**src/rtl/simd_pkg.sv**
```systemverilog
// Shared constants, the buffered writeback entry type and the round-robin scan
// used by the SIMD writeback collector.
package simd_pkg;
  localparam int LANES      = 4;
  localparam int FIFO_DEPTH = 4;
  localparam int RES_W      = 9;
  localparam int TAG_W      = 2;
  localparam int LANE_W     = $clog2(LANES);

  typedef struct packed {
    logic [RES_W-1:0] result;
    logic [TAG_W-1:0] tag;
  } wb_entry_t;

  // First requesting index at or after ptr, wrapping; returns ptr when none request.
  function automatic logic [LANE_W-1:0] rr_pick(input logic [LANES-1:0] req,
                                                input logic [LANE_W-1:0] ptr);
    logic [LANE_W-1:0] idx;
    rr_pick = ptr;
    for (int k = LANES - 1; k >= 0; k--) begin
      idx = LANE_W'((int'(ptr) + k) % LANES);
      if (req[idx]) rr_pick = idx;
    end
  endfunction
endpackage

```
**src/rtl/simd_wb_collector_if.sv**
```systemverilog
// Lane-result inputs and writeback bus of the collector; slave is the collector,
// master is the lane array plus writeback consumer.
interface simd_wb_collector_if;
  import simd_pkg::*;

  logic [LANES-1:0]            lane_valid;
  logic [LANES-1:0][RES_W-1:0] lane_result;
  logic [LANES-1:0][TAG_W-1:0] lane_tag;
  logic [LANES-1:0]            lane_ready;
  logic                        wb_valid;
  logic                        wb_ready;
  logic [RES_W-1:0]            wb_result;
  logic [LANE_W-1:0]           wb_lane;
  logic [TAG_W-1:0]            wb_tag;
  logic [LANES-1:0]            overflow;

  modport slave (
    input  lane_valid, lane_result, lane_tag, wb_ready,
    output lane_ready, wb_valid, wb_result, wb_lane, wb_tag, overflow
  );

  modport master (
    output lane_valid, lane_result, lane_tag, wb_ready,
    input  lane_ready, wb_valid, wb_result, wb_lane, wb_tag, overflow
  );
endinterface

```
**src/rtl/simd_result_fifo.sv**
```systemverilog
// Per-lane synchronous result FIFO; full/empty come from an extra pointer wrap bit.
module simd_result_fifo
  import simd_pkg::*;
#(
  parameter int DEPTH = FIFO_DEPTH
) (
  input  logic      clk,
  input  logic      reset,
  input  logic      push,
  input  logic      pop,
  input  wb_entry_t din,
  output wb_entry_t dout,
  output logic      full,
  output logic      empty
);
  localparam int AW = $clog2(DEPTH);

  logic [AW:0] wp_q, wp_d, rp_q, rp_d;
  wb_entry_t   mem_q [DEPTH];
  logic        do_push, do_pop;

  assign do_push = push && !full;
  assign do_pop  = pop && !empty;
  assign wp_d    = wp_q + (AW+1)'(do_push);
  assign rp_d    = rp_q + (AW+1)'(do_pop);

  assign empty = (wp_q == rp_q);
  assign full  = (wp_q[AW] != rp_q[AW]) && (wp_q[AW-1:0] == rp_q[AW-1:0]);
  assign dout  = mem_q[rp_q[AW-1:0]];

  always_ff @(posedge clk or posedge reset) begin
    if (reset) begin
      wp_q <= '0;
      rp_q <= '0;
    end else begin
      wp_q <= wp_d;
      rp_q <= rp_d;
    end
  end

  // Storage needs no reset: an entry is only read after it has been written.
  always_ff @(posedge clk) begin
    if (do_push) mem_q[wp_q[AW-1:0]] <= din;
  end
endmodule

```
**src/rtl/simd_wb_collector.sv**
```systemverilog
// Buffers per-lane SIMD results in FIFOs and merges them round-robin onto one
// registered valid/ready writeback bus; drops into a full FIFO set sticky overflow.
module simd_wb_collector
  import simd_pkg::*;
(
  input  logic          clk,
  input  logic          reset,
  simd_wb_collector_if.slave bus
);
  logic [LANES-1:0]  full, empty, pop;
  wb_entry_t [LANES-1:0] din, dout;

  logic [LANE_W-1:0] rr_q, rr_d, grant;
  logic              load;
  logic              wb_valid_q, wb_valid_d;
  logic [RES_W-1:0]  wb_result_q, wb_result_d;
  logic [LANE_W-1:0] wb_lane_q, wb_lane_d;
  logic [TAG_W-1:0]  wb_tag_q, wb_tag_d;
  logic [LANES-1:0]  ovf_q, ovf_d;

  for (genvar i = 0; i < LANES; i++) begin : g_lane
    assign din[i] = '{result: bus.lane_result[i], tag: bus.lane_tag[i]};
    assign pop[i] = load && (grant == LANE_W'(i));

    simd_result_fifo #(.DEPTH(FIFO_DEPTH)) u_fifo (
      .clk   (clk),
      .reset (reset),
      .push  (bus.lane_valid[i] && !full[i]),
      .pop   (pop[i]),
      .din   (din[i]),
      .dout  (dout[i]),
      .full  (full[i]),
      .empty (empty[i])
    );
  end

  assign grant = rr_pick(~empty, rr_q);
  assign load  = (!wb_valid_q || bus.wb_ready) && !(&empty);
  assign ovf_d = ovf_q | (bus.lane_valid & full);

  always_comb begin
    wb_valid_d  = wb_valid_q;
    wb_result_d = wb_result_q;
    wb_lane_d   = wb_lane_q;
    wb_tag_d    = wb_tag_q;
    rr_d        = rr_q;
    if (load) begin
      wb_valid_d  = 1'b1;
      wb_result_d = dout[grant].result;
      wb_tag_d    = dout[grant].tag;
      wb_lane_d   = grant;
      rr_d        = (grant == LANE_W'(LANES - 1)) ? '0 : grant + 1'b1;
    end else if (bus.wb_ready) begin
      wb_valid_d  = 1'b0;
    end
  end

  always_ff @(posedge clk or posedge reset) begin
    if (reset) begin
      wb_valid_q  <= 1'b0;
      wb_result_q <= '0;
      wb_lane_q   <= '0;
      wb_tag_q    <= '0;
      rr_q        <= '0;
      ovf_q       <= '0;
    end else begin
      wb_valid_q  <= wb_valid_d;
      wb_result_q <= wb_result_d;
      wb_lane_q   <= wb_lane_d;
      wb_tag_q    <= wb_tag_d;
      rr_q        <= rr_d;
      ovf_q       <= ovf_d;
    end
  end

  assign bus.lane_ready = ~full;
  assign bus.wb_valid   = wb_valid_q;
  assign bus.wb_result  = wb_result_q;
  assign bus.wb_lane    = wb_lane_q;
  assign bus.wb_tag     = wb_tag_q;
  assign bus.overflow   = ovf_q;
endmodule

```
**src/flat_wrapper.sv**
```systemverilog
// flat-port wrapper written by rule: the top's interface ports become plain ports
module simd_wb_collector_flat import simd_pkg::*;
  (clk, reset, bus_lane_valid, bus_lane_result, bus_lane_tag, bus_wb_ready, bus_lane_ready, bus_wb_valid, bus_wb_result, bus_wb_lane, bus_wb_tag, bus_overflow);
  simd_wb_collector_if bus_i ();
  input  logic clk;
  input  logic reset;
  input wire logic [$bits(bus_i.lane_valid)-1:0] bus_lane_valid;
  input wire logic [$bits(bus_i.lane_result)-1:0] bus_lane_result;
  input wire logic [$bits(bus_i.lane_tag)-1:0] bus_lane_tag;
  input wire logic [$bits(bus_i.wb_ready)-1:0] bus_wb_ready;
  output wire logic [$bits(bus_i.lane_ready)-1:0] bus_lane_ready;
  output wire logic [$bits(bus_i.wb_valid)-1:0] bus_wb_valid;
  output wire logic [$bits(bus_i.wb_result)-1:0] bus_wb_result;
  output wire logic [$bits(bus_i.wb_lane)-1:0] bus_wb_lane;
  output wire logic [$bits(bus_i.wb_tag)-1:0] bus_wb_tag;
  output wire logic [$bits(bus_i.overflow)-1:0] bus_overflow;
  assign bus_i.lane_valid = bus_lane_valid;
  assign bus_i.lane_result = bus_lane_result;
  assign bus_i.lane_tag = bus_lane_tag;
  assign bus_i.wb_ready = bus_wb_ready;
  assign bus_lane_ready = bus_i.lane_ready;
  assign bus_wb_valid = bus_i.wb_valid;
  assign bus_wb_result = bus_i.wb_result;
  assign bus_wb_lane = bus_i.wb_lane;
  assign bus_wb_tag = bus_i.wb_tag;
  assign bus_overflow = bus_i.overflow;
  simd_wb_collector u_core (.clk(clk), .reset(reset), .bus(bus_i));
endmodule
```
**config.mk**
```make
export PLATFORM = sky130hd
export DESIGN_NAME = simd_wb_collector_flat
export DESIGN_NICKNAME = d
export VERILOG_FILES = /design/src/rtl/simd_pkg.sv /design/src/rtl/simd_wb_collector_if.sv /design/src/rtl/simd_result_fifo.sv /design/src/rtl/simd_wb_collector.sv /design/src/flat_wrapper.sv
export SDC_FILE = /design/constraint.sdc
export NUM_CORES = 1
export LEC_CHECK = 0
export ABC_AREA = 1
export CELL_PAD_IN_SITES_DETAIL_PLACEMENT = 1
export CELL_PAD_IN_SITES_GLOBAL_PLACEMENT = 1
export CORE_MARGIN = 10
export CORE_UTILIZATION = 40
export CTS_BUF_LIST = sky130_fd_sc_hd__clkbuf_4
export DETAILED_ROUTE_END_ITERATION = 8
export PLACE_DENSITY = 0.76
export SLEW_MARGIN = 20
export SYNTH_ARGS = -nofsm -noshare
export SYNTH_HDL_FRONTEND = slang
export SYNTH_HIERARCHICAL = 1
export SYNTH_SLANG_ARGS = --single-unit
```
**constraint.sdc**
```tcl
create_clock -name clk -period 4.3 [get_ports clk]
set_input_delay 1.075 -clock clk [delete_from_list [all_inputs] [get_ports clk]]
set_output_delay 1.075 -clock clk [all_outputs]
set_load 0.005 [all_outputs]
```
Word-level counts from Yosys, hierarchy flattened
Memory sizes are Yosys's and may differ from the RTL's.
Cells that the tools add are included.
{"block": "totals", "register_bits": 44, "ramBits": 176, "in_bits": 51, "output_inout_bits": 22, "wordCells": 114, "memories": 4}
{"memory": "u_core.g_lane[0].u_fifo.mem_q", "words": 4, "width": 11, "rd": 1, "rd_ports_with_merged_regs": 0, "write_ports": 1, "line": "simd_result_fifo.sv:19", "rtl": "wb_entry_t mem_q [DEPTH];"}
{"memory": "u_core.g_lane[1].u_fifo.mem_q", "words": 4, "width": 11, "rd": 1, "rd_ports_with_merged_regs": 0, "write_ports": 1, "line": "simd_result_fifo.sv:19"}
{"memory": "u_core.g_lane[2].u_fifo.mem_q", "words": 4, "width": 11, "rd": 1, "rd_ports_with_merged_regs": 0, "write_ports": 1, "line": "simd_result_fifo.sv:19"}
{"memory": "u_core.g_lane[3].u_fifo.mem_q", "words": 4, "width": 11, "rd": 1, "rd_ports_with_merged_regs": 0, "write_ports": 1, "line": "simd_result_fifo.sv:19"}
{"block": "op_classes", "addsub": 12, "n_lt_le_gt_ge": 5, "n_eq_ne": 15, "mux": 25, "n_bitwise": 4, "n_reduce_logical": 35}
{"operator": "3-bit by 1-bit adder with 3-bit output", "n": 8}
{"operator": "11-bit binary-select mux with 2-bit select", "n": 1}
{"operator": "1-bit logical AND", "n": 21}
{"operator": "2-bit by 3-bit < comparator with 1-bit output (second input constant)", "n": 5}
{"operator": "1-bit two-way mux", "n": 14}
{"operator": "3-bit equality test", "n": 4}
{"operator": "11-bit two-way mux", "n": 1}
{"operator": "1-bit logical NOT", "n": 10}
{"operator": "2-bit two-way mux", "n": 5}
{"operator": "1-bit binary-select mux with 2-bit select", "n": 4}
{"operator": "2-bit equality test", "n": 4}
{"operator": "4-bit inverter", "n": 2}
{"operator": "2-bit by 1-bit adder with 2-bit output (second input constant)", "n": 2}
{"operator": "2-bit adder (second input constant)", "n": 2}
{"operator": "4-bit bitwise AND", "n": 1}
{"operator": "2-bit equality test (second input constant)", "n": 2}
{"operator": "1-bit != test", "n": 4}
{"operator": "4-bit OR", "n": 1}
{"operator": "4-bit AND reduction", "n": 1}
{"operator": "2-bit by 1-bit equality test with 1-bit output (second input constant)", "n": 1}
{"operator": "2-bit logical NOT", "n": 1}
{"operator": "2-bit nonzero test", "n": 1}
{"operator": "1-bit logical OR", "n": 1}

Logic depth before layout (Yosys ltp)
Gate-level depths: netlist of the first run.
{"block": "depth", "word_depth": 12, "ltp_mapped": 24, "ltp_nobuf": 23}

Modules after synthesis
The synthesis of the first run kept the hierarchy.
{"module": "simd_result_fifo", "n_inst": 4, "cells_per_inst": 147, "area_each_um2": 1958.1}
{"module": "simd_wb_collector", "n_inst": 1, "cells_per_inst": 260, "area_each_um2": 1585.3}

Least setup slack after synthesis of the first run
No wires, ideal clock.
{"block": "synth_timing", "kind": "in2reg", "from": "input port bus_wb_ready", "to": "register u_core.g_lane[3].u_fifo.rp_q[2]", "setup_ps": 123, "arrival_ps": 2381, "required_time_ps": 4177, "slack_ps": 1796, "stages": 9, "n_path_buf": 0, "path_cell_list": "o21ai_0 inv_1 nand3_1 nor2_1 nand2_1 inv_1 ha_1 ha_1 xor2_1"}
{"block": "synth_between", "elab_chain_len": 5}
{"element": "from (decl)", "line": "flat_wrapper.sv:10", "rtl": "input wire logic [$bits(bus_i.wb_ready)-1:0] bus_wb_ready;"}
{"element": "1-bit logical OR", "line": "simd_wb_collector.sv:38", "rtl": "assign load = (!wb_valid_q || bus.wb_ready) && !(&empty);"}
{"element": "1-bit logical AND", "line": "simd_wb_collector.sv:38"}
{"element": "1-bit logical AND", "line": "simd_wb_collector.sv:23", "rtl": "assign pop[i] = load && (grant == LANE_W'(i));"}
{"element": "net u_core.pop[3]", "line": "simd_wb_collector.sv:10", "rtl": "logic [LANES-1:0] full, empty, pop;"}
{"element": "1-bit logical AND", "line": "simd_result_fifo.sv:23", "rtl": "assign do_pop = pop && !empty;"}
{"element": "3-bit by 1-bit adder with 3-bit output", "line": "simd_result_fifo.sv:25", "rtl": "assign rp_d = rp_q + (AW+1)'(do_pop);"}
{"element": "net u_core.g_lane[3].u_fifo.rp_d[2]", "line": "simd_result_fifo.sv:18", "rtl": "logic [AW:0] wp_q, wp_d, rp_q, rp_d;"}
{"element": "to (signal assigned)", "line": "simd_result_fifo.sv:37", "rtl": "rp_q <= rp_d;"}
{"element": "to (decl)", "line": "simd_result_fifo.sv:18"}
The timed path passes the listed nets, and every way through them passes these cells.
A chain may end at the register's enable or synchronous reset.

Worst setup path after layout of the first run
{"block": "layout_timing", "from": "register u_core.g_lane[0].u_fifo.rp_q[1]", "to": "output port bus_lane_ready[0]"}
{"block": "layout_between", "elab_chain_len": 3}
{"element": "from (decl)", "line": "simd_result_fifo.sv:18"}
{"element": "from (signal assigned)", "line": "simd_result_fifo.sv:37"}
{"element": "2-bit equality test", "line": "simd_result_fifo.sv:28", "rtl": "assign full = (wp_q[AW] != rp_q[AW]) && (wp_q[AW-1:0] == rp_q[AW-1:0]);"}
{"element": "1-bit logical AND", "line": "simd_result_fifo.sv:28"}
{"element": "net u_core.full[0]", "line": "simd_wb_collector.sv:10"}
{"element": "4-bit inverter", "line": "simd_wb_collector.sv:76", "rtl": "assign bus.lane_ready = ~full;"}
{"element": "to (decl)", "line": "flat_wrapper.sv:11", "rtl": "output wire logic [$bits(bus_i.lane_ready)-1:0] bus_lane_ready;"}
The timed path passes the listed nets, and every way through them passes these cells.

==> flow_metrics.tcl, run 1 <==
set metrics [dict create \
    path_cells "inv_1, nand2_1, nand2_1, nand3_2, inv_1, inv_1, clkdlybuf4s50_1" \
    place.detailed.hpwl_um 16200 \
    gr-total-overflow 0 \
    vias 6590 \
    critPathCaptureType "output port" \
    tritoncts "built" \
    cts_buffers 58 \
    ys.flop_type "edfxtp_1" \
    path_class "register to output port" \
    drv_slew 0 \
    fin_crit_ps 3560 \
    synth_nets 915 \
    worstHoldPathType "register to register" \
    die_w_um 173 \
    fp.dieArea_um2 30100 \
    track_usage 0.153 \
    synthToLayoutAreaGrowth_pct 20.2 \
    yosysUniqueCellTypes 31 \
    cts_buffer_depth 3 \
    clockRootBuffer "clkbuf_4" \
    irDropWorstVdd_uv 330 \
    worstSetupStartpointType "register" \
    final_hold_viol_count 0 \
    crit_top_cell "inv_1" \
    clk_latency_ps 680 \
    antenna_found_initial 1 \
    row_count 56 \
    grt_pass1_wl_um 37000 \
    syn_avg_cell_area_um2 11.1 \
    fin_hold_ws_ps 473 \
    tns_ps 0 \
    ant_nets 0 \
    synth_top_area_frac 0.561 \
    slowest_delay_ps 620 \
    status "complete, no violations" \
    ys_ff_latch 220 \
    gp_congestion 0.814 \
    grt_setup_unrepaired "false" \
    postCtsSetupBuffers 0 \
    synthArstFlopShare 0.200 \
    slew_headroom 0.439 \
    drv_cap 0 \
    syn_inst 848 \
    synth_most_common_cell "edfxtp_1" \
    grt_pass1_vias 7073 \
    leakage_uw 0.00466 \
    seq_area_frac_synth 0.678 \
    setup_viol 0 \
    synthTopCellsByArea "edfxtp_1 (56%), dfrtp_1 (12%), nand2_1 (6.3%), nor2_1 (4.6%), o21ai_0 (4.0%)" \
    drtIter0Drc 348 \
    routed_wl_um 23400 \
    fmax_mhz 281 \
    drcViolationCount 0 \
    firstDrtPassIters 5 \
    worstPathRequired_ps 3220 \
    powerDensity_nw_per_um2 789 \
    worst_pin_slew_ps 841 \
    dieHeight_um 173 \
    cp_max_fo 14 \
    grt_max_degree 26 \
    nets 1037 \
    skew_ps 47.1 \
    wire_per_inst_um 17.5 \
    start_util 0.404 \
    post_cts_resized 0 \
    layout-drive-gt1-share 0.148 \
    cts-hold-fix-buffers 0 \
    synth_edf_count 176 \
    synth_area_leader_cell "edfxtp_1" \
    vias_per_cell 4.93 \
    port_buffers 72 \
    clock-sinks 220 \
    synth-warning-count 6 \
    io_pins 73 \
    slowest_stage "dfrtp_1" \
    core_area_um2 23300 \
    path_clk_slew_ps 60 \
    syn_area_um2 9420 \
    fin_crit_sh 0.829 \
    crit_arrival_ps 2490 \
    h-tree-depth 2 \
    synthTopCellsByCount "edfxtp_1 (176), nand2_1 (158), nor2_1 (115), inv_1 (83), o21ai_0 (75)" \
]
## cell type report
cell class,count,area (um2)
fill,2563,12000
sequential,220,6390
multi-input combinational,504,2490
timing repair buffer,97,908
clock buffer,98,736
tap,319,399
inverter,89,339
clock inverter,8,57.6
antenna,2,5.00
## routing by layer
layer  vias to the layer above  part of all wire  routed length [um]  GRT usage
met5                         -                 0                   0          0
met4                         0             0.016                 375     0.0485
met3                        36             0.042                 977     0.0327
met2                       153              0.51               11900      0.263
met1                      3242              0.44               10200      0.187
li1                       3159                 -                   -          -
## where the power goes
group / total [uW] / leakage (uW) / internal [uW] / switching, uW
registers: 3270 / 0.00212 / 2960 / 304
clock network: 1910 / 0.000484 / 1080 / 835
logic: 3760 / 0.00205 / 1270 / 2490
## cells by family after synthesis
kind of cell | synth area share
buf+inv | 0.0578
compound gates | 0.0830
flops | 0.678
xor+xnor | 0.0112
simple gates | 0.149
fa+ha+maj | 0.0213
## final timing paths
path,start,cells after the start,to,slack [ps]
worst max-delay path,u_core/g_lane[0].u_fifo/rp_q[1],7,bus_lane_ready[0],740
worst min-delay path,u_core/bus.overflow[3],1,u_core/bus.overflow[3],470
worst max register to register,u_core/g_lane[0].u_fifo/rp_q[1],22,u_core/g_lane[0].u_fifo/rp_q[2],910
worst min register to register,u_core/bus.overflow[3],1,u_core/bus.overflow[3],470
max in group asynchronous,reset,2,u_core/bus.wb_result[4],2650
min in group asynchronous,reset,2,u_core/g_lane[1].u_fifo/rp_q[2],830
## cells in the final DEF (no fill, tap or decap), types with 2 or more instances in the layout
| cell | count |
|---|---|
| edfxtp_1 | 176 |
| nand2_1 | 158 |
| nor2_1 | 115 |
| clkbuf_4 | 98 |
| inv_1 | 83 |
| o21ai_0 | 74 |
| clkdlybuf4s50_1 | 72 |
| dfrtp_1 | 44 |
| o22ai_1 | 44 |
| nand3_1 | 36 |
| buf_4 | 25 |
| o21ai_1 | 17 |
| ha_1 | 16 |
| xor2_1 | 8 |
| inv_2 | 7 |
| nand2_2 | 7 |
| nand3_2 | 6 |
| nand3b_1 | 6 |
| clkinv_1 | 4 |
| o21bai_1 | 4 |
| xnor2_1 | 4 |
| diode_2 | 2 |
| and2_1 | 2 |
## state kept, by name, summed over array words and instances (netlist names)
name / count
u_core/rr_q: 2
u_core/bus.overflow: 4
u_core/bus.wb_valid: 1
u_core/g_lane.u_fifo/wp_q: 12
u_core/g_lane.u_fifo/mem_q: 176
u_core/bus.wb_result: 9
u_core/bus.wb_lane: 2
u_core/bus.wb_tag: 2
u_core/g_lane.u_fifo/rp_q: 12
## through the flow
step / instance area (um2) / instances / setup WS (ps) / util / power (uW)
2_1_floorplan: 9420 / 848 / 1800 / - / 5800
3_3_place_gp: 10500 / 1229 / 1030 / 0.451 / 6920
3_5_place_dp: 10500 / 1229 / 869 / 0.451 / 7100
4_1_cts: 11300 / 1335 / 608 / 0.485 / 9060
5_1_grt: 11300 / 1337 / 437 / 0.485 / 9670
6_report: 11300 / 1337 / 735 / 0.485 / 8930
## critical path, delay by kind of cell (launching register included)
| family | cells | cell delay [ps] |
|---|---|---|
| and+or+nand+nor | 3 | 310 |
| DFF | 1 | 620 |
| buffers and inverters | 4 | 910 |
(Power assumes the default switching activity.)
==> run 2, diff against run 1 <==
==> constraint.sdc (replaced) <==
create_clock -name clk -period 3.49 [get_ports clk]
set_input_delay 0.8725 -clock clk [delete_from_list [all_inputs] [get_ports clk]]
set_output_delay 0.8725 -clock clk [all_outputs]
set_load 0.005 [all_outputs]
==> run 2 against run 1 <==
Clock-buffer cell count up 1; power grew 23%; via count grew 0.41%; non-clock buffer count grew 6; sequential share of layout area fell by 0.11 points; utilization is 0.091 points higher; critical path depth is the same; wire length fell by 0.24%; sequential cell count did not move.
==> flow_metrics.tcl, run 2 (synthesized netlist as in run 1, its figures left out) <==
set metrics [dict create \
    top_usage_layer "met2" \
    setup_viol 0 \
    core_area_um2 23300 \
    path_clk_slew_ps 60 \
    worstPathRequired_ps 2620 \
    irDropWorstVdd_uv 384 \
    wire_per_inst_um 17.4 \
    start_util 0.404 \
    r2r_end "u_core/g_lane[3].u_fifo/rp_q[2]" \
    p_sw_frac 0.406 \
    grt_setup_unrepaired "false" \
    powerDensity_nw_per_um2 969 \
    clk_latency_ps 680 \
    slew_headroom 0.416 \
    drcViolationCount 0 \
    r2r_start "u_core/g_lane[0].u_fifo/rp_q[1]" \
    antenna_found_initial 1 \
    gp_congestion 0.864 \
    worst_pin_slew_ps 875 \
    largest_reg_flops 176 \
    track_usage 0.155 \
    fin_crit_sh 0.914 \
    grt_pass1_wl_um 37400 \
    grt_pass1_vias 7144 \
    vias_per_cell 4.93 \
    place.detailed.hpwl_um 16200 \
    critPathLaunch "u_core/g_lane[0].u_fifo/rp_q[1]" \
    final_util 0.486 \
    ant_nets 0 \
    cts_buffer_depth 3 \
    worstSetupStartpointType "register" \
    grt_max_degree 25 \
    p_comb_frac 0.425 \
    drtIter0Drc 452 \
    fillers 2572 \
    crit_arrival_ps 2320 \
    drv_cap 0 \
    fp.dieArea_um2 30100 \
    fin_crit_ps 3190 \
    synthToLayoutAreaGrowth_pct 20.4 \
    cp_max_fo 14 \
    firstDrtPassIters 5 \
    critPathCaptureType "output port" \
    die_w_um 173 \
    seqPwrFrac 0.368 \
    drv_slew 0 \
    final_cell_mix "edfxtp_1 (176), nand2_1 (158), nor2_1 (115)" \
    post_cts_resized 0 \
    tritoncts "built" \
    path_class "register to output port" \
    h-tree-depth 2 \
    pwr-share-clk 0.207 \
    gr-total-overflow 0 \
    grt.met3_usage 0.0370 \
    vias 6617 \
    layout-drive-gt1-share 0.152 \
    dieHeight_um 173 \
    p_sw_uw 4460 \
    crit_end "bus_lane_ready[0]" \
    io_pins 73 \
    status "complete, no violations" \
    nets 1043 \
    layout.cells.most_common "edfxtp_1" \
    clockRootBuffer "clkbuf_4" \
    cts-hold-fix-buffers 0 \
    clock-sinks 220 \
    row_count 56 \
    postCtsSetupBuffers 0 \
    port_buffers 72 \
    final_hold_viol_count 0 \
    worstHoldPathType "register to register" \
    regArea_um2 6390 \
    fmax_mhz 314 \
    skew_ps 38.7 \
    multi_input_area_um2 2490 \
    cts_buffers 58 \
    tns_ps 0 \
    reg2regPathDepth 22 \
    leakage_uw 0.00467 \
    internal_power_uw 6530 \
    routed_wl_um 23400 \
    grt.met2_usage 0.273 \
    use_met1 0.181 \
    r2r_slack_ps 570 \
]
-- run 2: critical path, cell delays in order (launching register included) --
cell             delay (ps)
dfrtp_1                 660
inv_1                   120
nand2_1                  90
nand2_1                  70
nand3_2                  90
inv_1                    60
inv_1                    60
clkdlybuf4s50_1         500
-- run 2: per-stage QoR --
stage          instances  power (uW)  instance area (um2)  hold slack (ps)  setup slack, ps
2_1_floorplan        848        7150                 9420              463             1080
3_3_place_gp        1235        8610                10600              462              735
3_5_place_dp        1235        8800                10600              468              601
4_1_cts             1341       11100                11300              486              216
5_1_grt             1342       11900                11300              512             98.3
6_report            1342       11000                11300              483              301
-- run 2: routing by layer --
| metal | share of wire | up-vias |
|---|---|---|
| li1 | - | 3187 |
| met1 | 0.42 | 3260 |
| met2 | 0.52 | 128 |
| met3 | 0.043 | 42 |
| met4 | 0.017 | 0 |
| met5 | 0 | - |
-- run 2: worst min-delay path by stage --
stage                                          startpoint                              end  slack [ps]  depth (start not counted)
final                             u_core/bus.wb_result[3]          u_core/bus.wb_result[3]         480                          2
after global routing      u_core/g_lane[0].u_fifo/rp_q[2]  u_core/g_lane[0].u_fifo/rp_q[2]         510                          1
after CTS                          u_core/bus.overflow[2]           u_core/bus.overflow[2]         490                          1
after detailed placement           u_core/bus.overflow[2]           u_core/bus.overflow[2]         470                          1
after global placement             u_core/bus.overflow[1]           u_core/bus.overflow[1]         460                          1
after floorplan           u_core/g_lane[0].u_fifo/rp_q[2]  u_core/g_lane[0].u_fifo/rp_q[2]         460                          1
-- run 2: power groups by stage --
stage | Sequential (uW) | Clock [uW] | Combinational, uW
finish | 4040 | 2270 | 4670
detailed placement | 4100 | 0 | 4710
CTS | 4050 | 2370 | 4730
global route | 4120 | 2500 | 5300
global placement | 4060 | 0 | 4540
floorplan | 3970 | 0 | 3180
-- run 2: final cells by class --
cell class                      instances  share of cell area
Timing Repair Buffer                  103              0.0841
Sequential cell                       220               0.563
Inverter                               89              0.0299
Tap cell                              319              0.0352
Clock buffer                           99              0.0655
Clock inverter                          7             0.00254
Multi-Input combinational cell        504               0.219
Antenna cell                            1            0.000221
==> run 3, diff against run 2 <==
--- a/config.mk
+++ b/config.mk
@@ -6,6 +6,7 @@
 export NUM_CORES = 1
 export LEC_CHECK = 0
 export ABC_AREA = 1
+export ABC_CLOCK_PERIOD_IN_PS = 3490
 export CELL_PAD_IN_SITES_DETAIL_PLACEMENT = 1
 export CELL_PAD_IN_SITES_GLOBAL_PLACEMENT = 1
 export CORE_MARGIN = 10
==> results of run 3 <==
No change in the layout: final DEF, timing and power equal those of run 2.
